[src/rtl/shiftreg_seq_ctrl_pkg.sv]
// Shared types for the shift-register command sequencer: opcodes, shiftreg
// mode encodings and controller FSM states.
package shiftreg_seq_ctrl_pkg;

    localparam int OP_W = 3;

    typedef enum logic [OP_W-1:0] {
        OP_LOAD = 3'b000,
        OP_CLR  = 3'b001,
        OP_SHL  = 3'b010,
        OP_SHR  = 3'b011,
        OP_ROL  = 3'b100,
        OP_ROR  = 3'b101,
        OP_ASR  = 3'b110,
        OP_RSVD = 3'b111
    } op_e;

    // {s1,s0} encodings understood by the shiftreg datapath
    typedef enum logic [1:0] {
        MODE_HOLD = 2'b00,
        MODE_SHR  = 2'b01,
        MODE_SHL  = 2'b10,
        MODE_LOAD = 2'b11
    } mode_e;

    typedef enum logic [1:0] {
        ST_IDLE = 2'b00,
        ST_EXEC = 2'b01,
        ST_DONE = 2'b10
    } state_e;

    function automatic logic is_load_op(input op_e op);
        return (op == OP_LOAD) || (op == OP_CLR);
    endfunction

endpackage

[src/rtl/shiftreg_seq_ctrl_if.sv]
// Command/status bundle between a command issuer (master) and the
// shift-register sequencer (slave).
interface shiftreg_seq_ctrl_if
    import shiftreg_seq_ctrl_pkg::*;
#(
    parameter int WIDTH = 4,
    parameter int CNT_W = 3
);
    logic             cmd_valid;
    logic             cmd_ready;
    logic [OP_W-1:0]  cmd_op;
    logic [CNT_W-1:0] cmd_cnt;
    logic [WIDTH-1:0] cmd_data;
    logic             cmd_fill;
    logic             abort;
    logic             busy;
    logic             done;
    logic             err;
    logic [WIDTH-1:0] q;

    modport master (
        output cmd_valid, cmd_op, cmd_cnt, cmd_data, cmd_fill, abort,
        input  cmd_ready, busy, done, err, q
    );

    modport slave (
        input  cmd_valid, cmd_op, cmd_cnt, cmd_data, cmd_fill, abort,
        output cmd_ready, busy, done, err, q
    );

endinterface

[src/rtl/shiftreg_seq_ctrl_shiftreg.sv]
// Universal shift register: hold, shift right, shift left or parallel load
// selected by {s1,s0}. It has no reset; the controller clears it by loading 0.
module shiftreg_seq_ctrl_shiftreg
    import shiftreg_seq_ctrl_pkg::*;
#(
    parameter int WIDTH = 4
) (
    input  logic [WIDTH-1:0] data_in,
    input  logic             MSB_in,
    input  logic             LSB_in,
    input  logic             s1,
    input  logic             s0,
    input  logic             clk,
    output logic [WIDTH-1:0] data_out
);

    always_ff @(posedge clk) begin
        case (mode_e'({s1, s0}))
            MODE_SHR:  data_out <= {MSB_in, data_out[WIDTH-1:1]};
            MODE_SHL:  data_out <= {data_out[WIDTH-2:0], LSB_in};
            MODE_LOAD: data_out <= data_in;
            default:   data_out <= data_out;
        endcase
    end

endmodule

[src/rtl/shiftreg_seq_ctrl.sv]
// Command sequencer for the universal shift register: accepts one opcode+count
// command per handshake and steps the register the requested number of times.
module shiftreg_seq_ctrl
    import shiftreg_seq_ctrl_pkg::*;
#(
    parameter int WIDTH = 4,
    parameter int CNT_W = 3
) (
    input  logic               clk,
    input  logic               rst,
    shiftreg_seq_ctrl_if.slave bus
);

    state_e           state_q, state_d;
    op_e              op_q;
    op_e              cmd_op_e;
    logic [CNT_W-1:0] cnt_q, cnt_d;
    logic [WIDTH-1:0] data_q;
    logic             fill_q;
    logic             accept;

    mode_e            mode;
    logic [WIDTH-1:0] sr_data_in;
    logic             msb_in;
    logic             lsb_in;
    logic [WIDTH-1:0] sr_q;

    assign cmd_op_e = op_e'(bus.cmd_op);

    always_ff @(posedge clk) begin
        if (rst) begin
            state_q <= ST_IDLE;
            cnt_q   <= '0;
            op_q    <= OP_LOAD;
            data_q  <= '0;
            fill_q  <= 1'b0;
        end else begin
            state_q <= state_d;
            cnt_q   <= cnt_d;
            if (accept) begin
                op_q   <= cmd_op_e;
                data_q <= bus.cmd_data;
                fill_q <= bus.cmd_fill;
            end
        end
    end

    // Zero-count shifts and the reserved opcode skip EXEC so q is never touched
    always_comb begin
        state_d = state_q;
        cnt_d   = cnt_q;
        accept  = 1'b0;
        case (state_q)
            ST_IDLE: begin
                if (bus.cmd_valid) begin
                    accept = 1'b1;
                    if (cmd_op_e == OP_RSVD ||
                        (!is_load_op(cmd_op_e) && bus.cmd_cnt == '0)) begin
                        state_d = ST_DONE;
                        cnt_d   = '0;
                    end else begin
                        state_d = ST_EXEC;
                        cnt_d   = is_load_op(cmd_op_e) ? CNT_W'(1) : bus.cmd_cnt;
                    end
                end
            end
            ST_EXEC: begin
                if (bus.abort) begin
                    state_d = ST_IDLE;
                    cnt_d   = '0;
                end else begin
                    cnt_d = cnt_q - CNT_W'(1);
                    if (cnt_q == CNT_W'(1)) begin
                        state_d = ST_DONE;
                    end
                end
            end
            ST_DONE: state_d = ST_IDLE;
            default: state_d = ST_IDLE;
        endcase
    end

    // Reset loads zero because the register itself has no reset
    always_comb begin
        mode       = MODE_HOLD;
        sr_data_in = '0;
        msb_in     = 1'b0;
        lsb_in     = 1'b0;
        if (rst) begin
            mode = MODE_LOAD;
        end else if (state_q == ST_EXEC && !bus.abort) begin
            case (op_q)
                OP_LOAD: begin
                    mode       = MODE_LOAD;
                    sr_data_in = data_q;
                end
                OP_CLR:  mode = MODE_LOAD;
                OP_SHL: begin
                    mode   = MODE_SHL;
                    lsb_in = fill_q;
                end
                OP_SHR: begin
                    mode   = MODE_SHR;
                    msb_in = fill_q;
                end
                OP_ROL: begin
                    mode   = MODE_SHL;
                    lsb_in = sr_q[WIDTH-1];
                end
                OP_ROR: begin
                    mode   = MODE_SHR;
                    msb_in = sr_q[0];
                end
                OP_ASR: begin
                    mode   = MODE_SHR;
                    msb_in = sr_q[WIDTH-1];
                end
                default: mode = MODE_HOLD;
            endcase
        end
    end

    shiftreg_seq_ctrl_shiftreg #(
        .WIDTH(WIDTH)
    ) u_shiftreg (
        .data_in (sr_data_in),
        .MSB_in  (msb_in),
        .LSB_in  (lsb_in),
        .s1      (mode[1]),
        .s0      (mode[0]),
        .clk     (clk),
        .data_out(sr_q)
    );

    assign bus.cmd_ready = (state_q == ST_IDLE);
    assign bus.busy      = (state_q != ST_IDLE);
    assign bus.done      = (state_q == ST_DONE);
    assign bus.err       = (state_q == ST_DONE) && (op_q == OP_RSVD);
    assign bus.q         = sr_q;

endmodule

[src/flat_wrapper.sv]
// flat-port wrapper written by rule: the top's interface ports become plain ports
module shiftreg_seq_ctrl_flat import shiftreg_seq_ctrl_pkg::*;
#(
    parameter int WIDTH = 4,
    parameter int CNT_W = 3
)
  (clk, rst, bus_cmd_valid, bus_cmd_op, bus_cmd_cnt, bus_cmd_data, bus_cmd_fill, bus_abort, bus_cmd_ready, bus_busy, bus_done, bus_err, bus_q);
  shiftreg_seq_ctrl_if #(.WIDTH(WIDTH), .CNT_W(CNT_W)) bus_i ();
  input  logic clk;
  input  logic rst;
  input wire logic [$bits(bus_i.cmd_valid)-1:0] bus_cmd_valid;
  input wire logic [$bits(bus_i.cmd_op)-1:0] bus_cmd_op;
  input wire logic [$bits(bus_i.cmd_cnt)-1:0] bus_cmd_cnt;
  input wire logic [$bits(bus_i.cmd_data)-1:0] bus_cmd_data;
  input wire logic [$bits(bus_i.cmd_fill)-1:0] bus_cmd_fill;
  input wire logic [$bits(bus_i.abort)-1:0] bus_abort;
  output wire logic [$bits(bus_i.cmd_ready)-1:0] bus_cmd_ready;
  output wire logic [$bits(bus_i.busy)-1:0] bus_busy;
  output wire logic [$bits(bus_i.done)-1:0] bus_done;
  output wire logic [$bits(bus_i.err)-1:0] bus_err;
  output wire logic [$bits(bus_i.q)-1:0] bus_q;
  assign bus_i.cmd_valid = bus_cmd_valid;
  assign bus_i.cmd_op = bus_cmd_op;
  assign bus_i.cmd_cnt = bus_cmd_cnt;
  assign bus_i.cmd_data = bus_cmd_data;
  assign bus_i.cmd_fill = bus_cmd_fill;
  assign bus_i.abort = bus_abort;
  assign bus_cmd_ready = bus_i.cmd_ready;
  assign bus_busy = bus_i.busy;
  assign bus_done = bus_i.done;
  assign bus_err = bus_i.err;
  assign bus_q = bus_i.q;
  shiftreg_seq_ctrl #(.WIDTH(WIDTH), .CNT_W(CNT_W)) u_core (.clk(clk), .rst(rst), .bus(bus_i));
endmodule
[config.mk]
export PLATFORM = sky130hd
export DESIGN_NAME = shiftreg_seq_ctrl_flat
export DESIGN_NICKNAME = d
export VERILOG_FILES = /design/src/rtl/shiftreg_seq_ctrl_pkg.sv /design/src/rtl/shiftreg_seq_ctrl_if.sv /design/src/rtl/shiftreg_seq_ctrl_shiftreg.sv /design/src/rtl/shiftreg_seq_ctrl.sv /design/src/flat_wrapper.sv
export SDC_FILE = /design/constraint.sdc
export NUM_CORES = 1
export LEC_CHECK = 0
export ABC_AREA = 1
export CAP_MARGIN = 5
export CORE_ASPECT_RATIO = 1.2
export CORE_UTILIZATION = 44
export CTS_BUF_LIST = sky130_fd_sc_hd__clkbuf_16
export DETAILED_ROUTE_END_ITERATION = 10
export HOLD_SLACK_MARGIN = 0.05
export PLACE_DENSITY = 0.71
export SLEW_MARGIN = 10
export SYNTH_ARGS = -nofsm -noshare
export SYNTH_HDL_FRONTEND = slang
export SYNTH_SLANG_ARGS = --single-unit
[constraint.sdc]
create_clock -name clk -period 1.1 [get_ports clk]
set_input_delay 0.22 -clock clk [delete_from_list [all_inputs] [get_ports clk]]
set_output_delay 0.22 -clock clk [all_outputs]
set_load 0.01 [all_outputs]
Word level (Yosys, flattened, before mapping) --
Index checks and enable logic that the tools add are counted.
Operators by class: $add $sub $neg 1, equality and inequality tests 18, reduce and logical (&&, ||, !) cells 20, mux-type cells 25
Operators by type and width (count):
- equality test 3 bit (second input constant) | 5
- 2-to-1 mux 2 bit | 6
- 2-to-1 mux 3 bit | 4
- 2-to-1 mux 4 bit | 3
- case mux 4 bit (3 select lines) | 1
- equality test 3 x 1 -> 1 bit (second input constant) | 3
- logical NOT 3 bit | 3
- equality test 2 bit (second input constant) | 3
- equality test 3 x 2 -> 1 bit (second input constant) | 2
- 2-to-1 mux 1 bit | 6
- case mux 2 bit (3 select lines) | 1
- case mux 3 bit (2 select lines) | 1
- AND reduction 2 bit | 3
- equality test 2 x 1 -> 1 bit (second input constant) | 2
- inequality test 4 bit (second input constant) | 1
- case mux 2 bit (2 select lines) | 1
- nonzero test 2 bit | 2
- OR reduction 2 bit | 2
- logical AND 1 bit | 3
- inequality test 3 x 2 -> 1 bit (second input constant) | 1
- case mux 1 bit (3 select lines) | 1
- nonzero test 3 bit | 1
- OR reduction 3 bit | 1
- subtractor 3 x 1 -> 3 bit (second input constant) | 1
- 5 further kinds | 7
Storage, ports and cells: input port bits 15, output and inout port bits 8, register bits 17, word-level logic and storage cells 71

Longest topological paths before layout --
depth after elaboration 8, depth in mapped cells 7, mapped depth without buffers 7

By module --
A second synthesis with hierarchy kept.
Second synthesis, totals: cell total of the unflattened synthesis 153, area total of the unflattened synthesis 1013.5 µm²
By module, submodules not included:
- shiftreg_seq_ctrl | sequential area each 260.2 µm², cells an instance 129, times used 1, area an instance 793.3 µm²
- shiftreg_seq_ctrl_shiftreg | sequential area each 120.1 µm², cells an instance 24, times used 1, area an instance 220.2 µm²

Least setup slack after synthesis --
No wires, ideal clock.
kind register to register, from register u_core.state_q[0], to register u_core.u_shiftreg.data_out[0], enable pin, buffers on the path 0, arrival time 925 ps, setup time 302 ps, data required time 798 ps, cell stages (with the launch flop) 7, slack -127 ps, clock period less this slack 1227 ps, path through dfxtp_1 inv_2 nor2_4 nand3_2 nor2_4 nor2_2 nand2_1
Between the ends: longest elaborated chain between the ends 6, elaborated cells between the ends (all ways) 8, those cells by class 4 x eq/ne; 2 x mux; 2 x reduce/logical
RTL lines:
- start: declaration | RTL line shiftreg_seq_ctrl.sv:14 | state_e state_q, state_d;
- start signal: assignment | RTL line shiftreg_seq_ctrl.sv:38 | state_q <= state_d;
- equality test 2 x 1 -> 1 bit (*) | RTL line shiftreg_seq_ctrl.sv:91 | end else if (state_q == ST_EXEC && !bus.abort) begin
- logical AND 1 bit (*) | RTL line shiftreg_seq_ctrl.sv:91
- 2-to-1 mux 2 bit (*) | RTL line shiftreg_seq_ctrl.sv:91
- 2-to-1 mux 2 bit (*) | RTL line shiftreg_seq_ctrl.sv:89 | if (rst) begin
- equality test 2 bit or equality test 2 x 1 -> 1 bit (tied branches) | RTL line shiftreg_seq_ctrl_shiftreg.sv:18 | case (mode_e'({s1, s0}))
- nonzero test 3 bit (no source line) (*)
- end signal: assignment | RTL line shiftreg_seq_ctrl_shiftreg.sv:19 | MODE_SHR: data_out <= {MSB_in, data_out[WIDTH-1:1]};
- end signal: assignment | RTL line shiftreg_seq_ctrl_shiftreg.sv:20 | MODE_SHL: data_out <= {data_out[WIDTH-2:0], LSB_in};
- end signal: assignment | RTL line shiftreg_seq_ctrl_shiftreg.sv:21 | MODE_LOAD: data_out <= data_in;
- end: declaration | RTL line shiftreg_seq_ctrl_shiftreg.sv:14 | output logic [WIDTH-1:0] data_out
Mark *: on every way between the ends. The rest lies on a longest branch, timed or not. A chain may end at the register's enable or synchronous reset.

Worst setup path in the final report --
from register u_core.op_q[2], to output bus_err
Between the ends: longest elaborated chain between the ends 2
RTL lines:
- start: declaration | RTL line shiftreg_seq_ctrl.sv:15 | op_e op_q;
- start signal: assignment | RTL line shiftreg_seq_ctrl.sv:41 | op_q <= cmd_op_e;
- equality test 3 bit | RTL line shiftreg_seq_ctrl.sv:138 | assign bus.err = (state_q == ST_DONE) && (op_q == OP_RSVD);
- logical AND 1 bit | RTL line shiftreg_seq_ctrl.sv:138
- end: declaration | RTL line flat_wrapper.sv:20 | output wire logic [$bits(bus_i.err)-1:0] bus_err;
No other way between the ends.

==> run summary <==
The cell family contributing the most delay on the critical path is simple AND/OR/NAND/NOR gates. The post-route clock skew is ~2.4 ps. Leaving out fill and tap cells, the most frequent cells in the layout are 22 x buf_4, 19 x nand2_1, 13 x nor2_1. The DRC violation count after routing is 0.

The final setup violation count is 25. Setup repair after global routing could not meet its margin everywhere. The most frequent standard cell in the layout excluding fill and tap cells is buf_4. The number of H-tree levels came out at 1. Once layout is complete, the utilization of the core stands at 0.815.

The accumulated negative setup slack is -3300 ps. For this run, the total global-route usage over all layers was measured as 0.261. The main combinational cell family by area after synthesis is simple AND/OR/NAND/NOR gates.

The fraction of the mapped netlist area in compound gates is 0.155. Before antenna repair, the detailed router went through 4 iterations. The iteration-0 DRC count of the detailed router is 50.

The xor/xnor cell area share of the yosys netlist is 0.00868. In the final layout, the share of cells above drive strength 1 is 0.524. The residual overflow from global routing is 0. The worst endpoint data arrival time came out at 1260 ps.

The tightest min-delay check is of the input pin to flip-flop type. The number of buffers on the longest clock path is 2. Based on the critical path, the design can be clocked at up to between 600 and 700 MHz. The simple logic cell fraction of the synthesized area is 0.365. The number of vias in the routed layout is approximately 1.2k.

The placeable core area came out at approximately 0.0021 sq mm. The post-synthesis instance total is 130. The clock latency at the later pin of the worst-skew pair came out at roughly 250 ps.

The count of hold-fix buffers inserted at cts came out at 0. Detailed placement finished with a half-perimeter wire length of about 2.0 mm. The hold violation total from the final report is 0. The worst setup path is captured at an output port. The initial antenna violation count came out at 0.

Measured against the total synthesized area, the mux share comes to 0. The final reports fail on negative setup slack. The max-slew violation count is 0. The power density normalized to cell area is 1280 mW/mm^2. The weighted congestion reported at the end of routability-driven placement is around 0.95.

The post-route worst hold slack is between 300 and 400 ps. The CTS clock-pin slew for the worst setup and hold paths came out at roughly 50 ps. The flow ran to the end, but the final reports show violations. The slew at the pin with the worst max-slew slack is 429 ps. The total of warnings raised by yosys came out at 0. The ratio of routed vias to standard cells came out at approximately 5.4. IR analysis of the VDD net gives a maximum drop of between 1000 and 1500 uV. The cell area after synthesis came out at ~0.0010 sq mm.

The growth of design area from synthesis to finish is 71.1%. The worst slack at placement came out at -356 ps. In the post-route analysis, the smallest setup slack over all paths is -379 ps.

The number of global-route vias before repair is between 1k and 1.5k. The y dimension of the die came out at around 54 um. The wire length per cell after detailed routing is between 15 and 20 um. The final design area excluding fillers came out at 0.00173 sq mm. The number of sinks driven by the clock tree is 17. The final clock period utilization by the worst path came out at 1.34. The cell type of the slowest stage on the worst timing path is nor4_1. The synthesized netlist net count is approximately 150. The global-route wire length before repair came out at about 4.6 mm. The adder-cell share of the synthesized area is 0.0248. The count of distinct cell types in the synthesized netlist is 31. The residual antenna-violating net count after detailed routing came out at 0. Entering global routing, the biggest net connects 12 pins. The final non-filler cell total is roughly 220. Walking the worst path, the cells encountered are inv_2 -> nor4_1 -> buf_2.

The required arrival time at the worst endpoint came out at 880 ps. The average instance in the mapped netlist occupies ~7.8 sq um. The register bit total from synthesis came out at 17.

Including well taps, the total number of placed cells is between 200 and 250. In this run the horizontal extent of the chip is between 40 and 50 um. The quantity of I/O buffers inserted on ports is 22. The kind of critical path is flip-flop to output port. Summed over all cells, the static leakage comes to 0.772 nW.

On the worst path, the slowest cell contributes a delay of 410 ps. The count of boundary I/O pins is 23. TritonCTS built the clock tree. The total design power is approximately 2.2 mW.

The tool flagged a number of max-cap violations equal to 0. The relative slew slack is 0.712. The critical path launch point type is a flip-flop. The number of nets in the finished design came out at about 200.

The critical-path maximum fanout is 2. The number of buffers and inverters on the critical path is 2. The library cell used as clock root buffer is clkbuf_16. The initial core utilization is 0.476. The final layout contains routed wiring with a total length of 3.41 mm. Row generation in the floorplan step produced 18 rows.

The area of the die is 0.00249 sq mm. The total clock buffers created by CTS is 3. The shortest clock period the worst path allows after layout is approximately 1500 ps. The antenna diode count came out at 0. The total placed instance area came out at about 0.0015 sq mm. The share of synthesized area occupied by flip-flops and latches came out at 0.377.
## flip-flops by register name (all words and copies together), names as in the netlist
name                        cells
u_core.cnt_q                    3
u_core.data_q                   4
u_core.fill_q                   1
u_core.op_q                     3
u_core.state_q                  2
u_core.u_shiftreg.data_out      4
## power by group
part           internal (mW)  switching, mW  total (mW)
Clock                  0.490          0.257       0.747
Sequential             0.709         0.0399       0.749
Combinational          0.343          0.376       0.719
Total                   1.54          0.673        2.22
## worst paths after layout
check / startpoint / endpoint / slack [ps] / cells past startpoint
hold reg to reg: u_core.fill_q / u_core.fill_q / 510 / 2
setup / recovery: u_core.op_q[2] / bus_err / -380 / 3
hold / removal: bus_cmd_op[1] / u_core.op_q[1] / 400 / 3
setup reg to reg: u_core.state_q[0] / u_core.data_q[2] / -190 / 7
## per-layer routing
| metal | part of all wire | global-route usage |
|---|---|---|
| met5 | 0 | 0 |
| met3 | 0.036 | 0.0363 |
| met2 | 0.52 | 0.460 |
| met4 | 0.034 | 0.103 |
| met1 | 0.41 | 0.317 |
## synth_stat cells, drive strengths merged
| cell | count | share of area |
|---|---|---|
| nand2 | 26 | 0.11 |
| nor2 | 22 | 0.14 |
| inv | 14 | 0.052 |
| dfxtp | 13 | 0.26 |
| nand3 | 13 | 0.084 |
| o21ai | 13 | 0.068 |
| a21oi | 5 | 0.025 |
| edfxtp | 4 | 0.12 |
| nand4 | 4 | 0.025 |
| o211ai | 3 | 0.027 |
| a31oi | 2 | 0.012 |
| buf | 2 | 0.012 |
| ha | 2 | 0.025 |
| o21a | 2 | 0.016 |
| clkinv | 1 | 0.0050 |
| nor3 | 1 | 0.0050 |
| nor4 | 1 | 0.0062 |
| o22ai | 1 | 0.0062 |
| xnor2 | 1 | 0.0087 |
## logic make-up (layout without fill, tap and decap cells)
kind of cell    count (synthesis)  in the layout
simple gates                   67             67
flops                          17             17
fa+ha+maj                       2              2
buf+inv                        17             72
compound gates                 26             26
xor+xnor                        1              1
## final cells by class
type                       instances  area (sq um)
multi-input combinational         96           679
clock inverter                     1          7.51
timing repair buffer              53           469
sequential                        17           389
clock buffer                       3          75.1
fill                             123           392
inverter                          15          67.6
tap                               30          37.5
## timing repair
item | 4_1_cts | 5_1_grt
gates resized for setup | 59 | 19
setup buffers | 2 | 3
setup endpoints to repair | 29 | 28
pin swaps | 5 | 5
## tightest hold or removal path: cells and delay by family
kind                   cells  cell delay, ps
AOI/OAI and AO/OA          2             190
buffers and inverters      1             200
Power figures use the tool's default switching activity.
